### config.mk
export PLATFORM = sky130hd
export DESIGN_NAME = tx_fifo_feeder
export DESIGN_NICKNAME = d
export VERILOG_FILES = /design/src/rtl/tx_fifo_feeder.sv
export SDC_FILE = /design/constraint.sdc
export NUM_CORES = 1
export LEC_CHECK = 0
export CAP_MARGIN = 20
export CORE_MARGIN = 2
export CORE_UTILIZATION = 55
export CTS_BUF_LIST = sky130_fd_sc_hd__clkbuf_8
export DETAILED_ROUTE_END_ITERATION = 7
export HOLD_SLACK_MARGIN = 0.08
export MAX_ROUTING_LAYER = met4
export PLACE_DENSITY = 0.76
export SLEW_MARGIN = 5
export SYNTH_ARGS = -nofsm -noshare
export SYNTH_HDL_FRONTEND = slang
export SYNTH_SLANG_ARGS = --single-unit
### constraint.sdc
create_clock -name iClk -period 4.2 [get_ports iClk]
set_input_delay 0.84 -clock iClk [delete_from_list [all_inputs] [get_ports iClk]]
set_output_delay 0.84 -clock iClk [all_outputs]
set_load 0.1 [all_outputs]
### src/rtl/tx_fifo_feeder.sv
// -----------------------------------------------------------------------------
// tx_fifo_feeder
// Byte FIFO that feeds a serial transmitter one frame at a time. Bytes are
// queued in a circular buffer; a small FSM pops the oldest byte, issues a
// one-cycle launch pulse, then waits for the transmitter to accept the frame
// (iTx_Busy) and to finish it (iTx_Done) before launching the next one.
//
// Ports
//   iClk        system clock, rising-edge active
//   iRst_n      asynchronous active-low reset
//   iPush       write request, one byte per cycle while high
//   iPush_Data  byte to enqueue
//   iTx_Busy    transmitter busy (frame accepted, not yet idle)
//   iTx_Done    one-cycle pulse at the transmitter's final stop-bit tick
//   oTx_Start   one-cycle launch pulse to the transmitter
//   oTx_Data    byte presented with oTx_Start, held until the next launch
//   oFull       registered, occupancy == DEPTH
//   oEmpty      registered, occupancy == 0
//   oCount      registered occupancy, 0..DEPTH
//   oOverflow   one-cycle pulse after a push was dropped on a full FIFO
// -----------------------------------------------------------------------------
module tx_fifo_feeder #(
    parameter int unsigned DEPTH = 8,
    parameter int unsigned AW    = 3
) (
    input  logic          iClk,
    input  logic          iRst_n,
    input  logic          iPush,
    input  logic [7:0]    iPush_Data,
    input  logic          iTx_Busy,
    input  logic          iTx_Done,
    output logic          oTx_Start,
    output logic [7:0]    oTx_Data,
    output logic          oFull,
    output logic          oEmpty,
    output logic [AW:0]   oCount,
    output logic          oOverflow
);

    typedef enum logic [1:0] {
        IDLE,
        LAUNCH,
        WAIT_BUSY,
        WAIT_DONE
    } state_t;

    localparam logic [AW:0]   DEPTH_C = (AW+1)'(DEPTH);
    localparam logic [AW:0]   CNT_ONE = (AW+1)'(1);
    localparam logic [AW-1:0] PTR_ONE = AW'(1);

    state_t        state;
    logic [7:0]    mem [DEPTH];
    logic [AW-1:0] wrPtr;
    logic [AW-1:0] rdPtr;
    logic [AW:0]   count;
    logic [AW:0]   countNext;
    logic          isFull;
    logic          doPush;
    logic          doPop;

    // Both decisions use the pre-edge count, so a byte written on this edge
    // can never be popped on the same edge, and a full FIFO drops the push
    // even when a pop happens alongside it.
    assign isFull = (count == DEPTH_C);
    assign doPush = iPush && !isFull;
    assign doPop  = (state == IDLE) && (count != '0);

    always_comb begin
        countNext = count;
        if (doPush && !doPop) begin
            countNext = count + CNT_ONE;
        end else if (!doPush && doPop) begin
            countNext = count - CNT_ONE;
        end
    end

    // Storage has no reset; stale contents are unreachable once count is 0.
    always_ff @(posedge iClk) begin
        if (doPush) begin
            mem[wrPtr] <= iPush_Data;
        end
    end

    always_ff @(posedge iClk or negedge iRst_n) begin
        if (!iRst_n) begin
            state     <= IDLE;
            wrPtr     <= '0;
            rdPtr     <= '0;
            count     <= '0;
            oFull     <= 1'b0;
            oEmpty    <= 1'b1;
            oCount    <= '0;
            oOverflow <= 1'b0;
            oTx_Start <= 1'b0;
            oTx_Data  <= '0;
        end else begin
            // Pointers wrap naturally because DEPTH is 2**AW.
            if (doPush) begin
                wrPtr <= wrPtr + PTR_ONE;
            end
            count     <= countNext;
            oCount    <= countNext;
            oFull     <= (countNext == DEPTH_C);
            oEmpty    <= (countNext == '0);
            oOverflow <= iPush && isFull;

            case (state)
                IDLE: begin
                    if (doPop) begin
                        oTx_Data  <= mem[rdPtr];
                        rdPtr     <= rdPtr + PTR_ONE;
                        oTx_Start <= 1'b1;
                        state     <= LAUNCH;
                    end
                end
                LAUNCH: begin
                    oTx_Start <= 1'b0;
                    state     <= WAIT_BUSY;
                end
                WAIT_BUSY: begin
                    if (iTx_Busy) begin
                        state <= WAIT_DONE;
                    end
                end
                WAIT_DONE: begin
                    if (iTx_Done) begin
                        state <= IDLE;
                    end
                end
                default: begin
                    oTx_Start <= 1'b0;
                    state     <= IDLE;
                end
            endcase
        end
    end

endmodule

==> impl_metrics.toml, run 1 <==
[timing]
period_minus_slack_ns = 2.97
tns_ns = 0
finalSetupViolations = 0
slew_viol_final = 0
finalHoldViolations = 0
clock.fmax_mhz = 337
finalClockSkew_ns = 0.00797
grt_setup_unrepaired = "false"
relSlewSlack_pct = 33.5
worst_slew_pin_slew_ns = 0.995
fin_crit_sh_pct = 70.6

[worst_hold_path]
hp-class = "register to register"
worstHoldStart = "oTx_Data[4]"
whs_endpoint = "oTx_Data[4]"
min_path_cells = 2

[global_routing]
grt_overflow = 0
grt_pass1_vias = 1957
antenna_found_initial = 0
grt_use_met1_pct = 28.2
use_met3_pct = 4.72
grt_pass1_wl_um = 10700
grt_use_total_pct = 20.9
grt_max_degree = 20
met2_usage_pct = 32.0
busiest_layer = "met2"

[setup_path]
crit_cells = 1
worstSetupPathType = "register to primary output"
worst-r2r-cell-count = 6
rr_startpoint = "count[0]"
crit_arrival_ns = 2.13
max_stage_delay_ns = 1.20
critPathSlowestCell = "clkdlybuf4s50_1"
crit_family = "buffers and inverters"
crit_required_ns = 3.36
critPathLaunchType = "register"
path_cells = "clkdlybuf4s50_1"
ff2ff_setup_slack_ns = 1.58
crit_path_end_kind = "primary output"
cp_max_fo = 10
cp_num_buf_inv = 1
r2r-end = "mem[2][1]"
crit_path_start = "count[3]"

[yosys]
yosysTopAreaCell = "edfxtp_1"
netlist_instances = 227
yosys.cell_types.count = 38
synth-seq-cells = 88
synth_warnings = 0
postSynthAreaPerCell_sq_um = 16.2
ys_seq_area_share_pct = 68.7
syn_area_sq_um = 3670
synthesis.nets = 248
synth_area_leaders = "edfxtp_1, dfrtp_1, mux4_2"
netlist.area_leader.share_pct = 52.3

[finish]
layout.nets = 280
fillers = 455
post_route_cells_drive_above_1_share_pct = 15.5
antenna_cells = 0
area_growth_pct = 16.2

[detailed_routing]
via_per_inst = 5.91
avgRoutedWirePerCell_um = 20.3
post-route-drc-count = 0
drt_iter0_markers = 215
wl_um = 6910
ant_nets = 0
first_pass_iters = 4
vias = 2015

[clocking]
clk_latency_ns = 0.35
htree_levels = 3
post_cts_buffers = 0
cts_sinks = 88
cts_buffers = 9
clockBufferDepth = 2
cts_tree = "done"
clkTransAtPathRegs_ns = 0.08
cts-resized-gates = 0
hold_buffers = 0
ctsRootBufferMaster = "clkbuf_8"

[die]
top_level_ports = 29
die_w_um = 85.7
fp-row-count = 29
start_util_pct = 57.5
fp.dieH_um = 85.7
core_area_sq_um = 6390
dieArea_sq_um = 7350

[job]
maxCapViolations = 0

[place]
gp_congestion = 0.849
dp_hpwl_um = 4710
port_buffers = 28

[outcome]
status = "completed"
## cell usage after synthesis
| cell type | n |
|---|---|
| nand3_1 | 3 |
| nor2_1 | 11 |
| o21ai_0 | 17 |
| a222oi_1 | 1 |
| nand2b_1 | 3 |
| a31oi_1 | 1 |
| xor2_1 | 1 |
| dfstp_2 | 1 |
| nor2b_1 | 1 |
| edfxtp_1 | 64 |
| o22ai_1 | 1 |
| nand4_1 | 1 |
| nand3b_1 | 1 |
| a311oi_1 | 1 |
| nand2_2 | 1 |
| o221a_4 | 1 |
| a211o_1 | 1 |
| xnor2_1 | 5 |
| mux2i_1 | 10 |
| clkbuf_1 | 3 |
| nor3_1 | 3 |
| inv_1 | 11 |
| o311ai_2 | 1 |
| or3b_1 | 1 |
| ha_1 | 8 |
| mux2_2 | 2 |
| nand4b_1 | 1 |
| dfrtp_1 | 23 |
| buf_1 | 2 |
| o211ai_1 | 2 |
| or2b_1 | 1 |
| nand2_1 | 15 |
| a21oi_2 | 1 |
| a21oi_1 | 3 |
| mux4_2 | 16 |
| buf_2 | 5 |
| and3_1 | 3 |
| buf_6 | 1 |
## worst max-delay path by stage
stage / endpoint / slack, ns
2_1_floorplan: mem[1][0] / 1.08
3_5_place_dp: mem[5][7] / 1.00
3_3_place_gp: mem[2][2] / 1.12
6_report: oCount[3] / 1.23
4_1_cts: oCount[3] / 1.22
5_1_grt: oCount[3] / 1.17
## cell usage in the layout, fill, tap and decap left out, types with 5 or more instances in the layout
cell,Yosys,layout
inv_1,11,13
mux4_2,16,16
nor2_1,11,11
clkdlybuf4s50_1,0,28
dfrtp_1,23,23
edfxtp_1,64,64
ha_1,8,8
clkbuf_8,0,9
o21ai_0,17,17
mux2i_1,10,10
xnor2_1,5,5
nand2_1,15,15
## sequential cells by signal, summed over array words and instances, names as in the netlist, 2 cells and up
signal	flops
mem	64
oTx_Data	8
count	4
rdPtr	3
wrPtr	3
state	2
## tightest hold or removal path: cells and delay by family, from the launching register on
kind            cells  cell delay (ns)
flops               1             0.35
compound gates      1             0.06
simple gates        1             0.04
## final cells by class
class                   count  area, sq um  area share, %
clock inverters             7         91.3           2.14
clock buffers               9          124           2.90
multi-input cells         117         1050           24.7
well taps                  77         96.3           2.26
repair buffers             32          338           7.92
flip-flops and latches     88         2520           59.1
inverters                  11         41.3          0.968
## through the flow
stage | area [sq um] | setup slack, ns | util, % | hold WS (ns) | std cells
floorplan | 3670 | 1.08 | - | 0.480 | 227
detailed placement | 4040 | 1.00 | 63.2 | 0.473 | 324
global route | 4270 | 1.17 | 66.8 | 0.504 | 341
finish | 4270 | 1.23 | 66.8 | 0.486 | 341
CTS | 4250 | 1.22 | 66.6 | 0.492 | 340
global placement | 4010 | 1.12 | 62.8 | 0.464 | 323
## logic make-up after synthesis
group,synth area share (%)
buf+inv,2.62
xor+xnor,1.43
compound gates,5.45
simple gates,5.89
mux,13.2
fa+ha+maj,2.73
flops,68.7
## per-layer routing
layer | vias up | wire, um
met5 | - | 0
met4 | 0 | 122
met3 | 10 | 295
met2 | 55 | 3330
met1 | 1029 | 3160
li1 | 921 | -
Power of run 1 is left out: the tool's default activity adds up to more than one toggle a clock period on the data nets, which glitch-free logic cannot reach.
==> run 2, diff against run 1 <==
Settings changed: CORE_UTILIZATION 55 to 54, PLACE_DENSITY 0.76 to 0.78.
Clock period 4.2 ns to 2.45 ns, I/O delays scaled along.
==> impl_metrics.toml, run 2 (synthesized netlist as in run 1, its figures left out) <==
[setup_path]
critPathSlowestCell = "dfrtp_4"
ff2ff_setup_slack_ns = 0.22
rr_startpoint = "count[0]"
crit_path_end_kind = "register"
critPathLaunchType = "register"
cp_max_fo = 8
path_cells = "inv_1 -> ha_1 -> or3b_1 -> o221a_4 -> o311ai_2 -> and3_1"
worstSetupPathType = "register to register"
crit_required_ns = 2.74
crit_arrival_ns = 2.52
crit_path_start = "count[0]"
max_stage_delay_ns = 0.53

[finish]
reg_top3 = "mem: 64 flops, oTx_Data: 8 flops, count: 4 flops"
final_common_cell = "edfxtp_1"
regArea_sq_um = 2530
layout.nets = 290
layout_common_cells = "edfxtp_1, buf_4, dfrtp_1, o21ai_0, mux4_2"
multi_input_area_sq_um = 1060
top_register = "mem"
antenna_cells = 0
largest_reg_flops = 64
area_growth_pct = 17.3
fillers = 468
post_route_cells_drive_above_1_share_pct = 26.6

[detailed_routing]
post-route-drc-count = 0
top_layer_used = "met4"
first_pass_iters = 6
wl_met2_um = 3260
drt_iter0_markers = 86
wl_met3_um = 271
avgRoutedWirePerCell_um = 18.5
wl_met1_um = 2960
wl_um = 6570
via_per_inst = 5.71
vias = 2022
ant_nets = 0

[clocking]
cts-resized-gates = 0
post_cts_buffers = 0
clk_latency_ns = 0.35
htree_levels = 3
cts_buffers = 9
cts_sinks = 88
clockBufferDepth = 2
hold_buffers = 0
clkTransAtPathRegs_ns = 0.09
ctsRootBufferMaster = "clkbuf_8"
cts_tree = "done"

[die]
dieArea_sq_um = 7480
top_level_ports = 29
fp-row-count = 30
die_w_um = 86.5
fp.dieH_um = 86.5
start_util_pct = 55.0
core_area_sq_um = 6680

[global_routing]
grt_max_degree = 25
grt_pass1_wl_um = 10400
grt_overflow = 0
grt_use_total_pct = 19.7
antenna_found_initial = 0
grt_pass1_vias = 2052

[timing]
finalClockSkew_ns = 0.00711
relSlewSlack_pct = 48.9
clock.fmax_mhz = 448
fin_crit_sh_pct = 91.1
slew_viol_final = 0
finalHoldViolations = 0
grt_setup_unrepaired = "false"
period_minus_slack_ns = 2.23
worst_slew_pin_slew_ns = 0.766
finalSetupViolations = 0
tns_ns = 0

[outcome]
status = "completed"

[job]
maxCapViolations = 0

[place]
gp_congestion = 0.805
port_buffers = 28
dp_hpwl_um = 4420

[worst_hold_path]
hp-class = "register to register"
worstHoldStart = "oTx_Data[3]"
run 2: cell count changes in the layout (fill, tap and decap cells not counted), sizes merged:
| cell | previous run | this run |
|---|---|---|
| buf | 4 | 30 |
| clkdlybuf4s50 | 28 | 12 |
run 2: layout make-up:
type / instances / share of cell area (%)
Sequential cell: 88 / 58.8
Multi-Input combinational cell: 117 / 24.7
Timing Repair Buffer: 42 / 8.02
Clock buffer: 9 / 2.88
Clock inverter: 7 / 2.41
Tap cell: 80 / 2.32
Inverter: 11 / 0.958
run 2: layer usage:
layer / track usage [%] / vias up
met3: 4.57 / 10
met2: 31.5 / 48
met4: 5.54 / 0
li1: - / 943
met5: - / -
met1: 25.6 / 1021
run 2: worst max-delay path: cells and delay by family (launching register included):
family	cells	cell delay, ns
simple gates	2	0.69
fa+ha+maj	1	0.28
buf+inv	1	0.10
compound gates	2	0.56
flops	1	0.53
run 2: final timing paths:
path,cells past startpoint,endpoint
min reg2reg,2,oTx_Data[3]
max in group asynchronous,2,oEmpty
max,6,oFull
min in group asynchronous,2,oOverflow
max reg2reg,6,oFull
min,2,oTx_Data[3]
run 2: stage by stage:
stage | worst slack (ns) | utilization [%] | instance area [sq um] | hold WS, ns | std cells
3_3_place_gp | 0.226 | 61.1 | 4080 | 0.465 | 338
6_report | 0.218 | 64.5 | 4310 | 0.492 | 354
4_1_cts | 0.202 | 64.5 | 4310 | 0.504 | 354
2_1_floorplan | 0.00405 | - | 3690 | 0.194 | 227
3_5_place_dp | 0.222 | 61.1 | 4080 | 0.481 | 338
5_1_grt | 0.0682 | 64.5 | 4310 | 0.524 | 354
Power of run 2 is left out for the same reason.
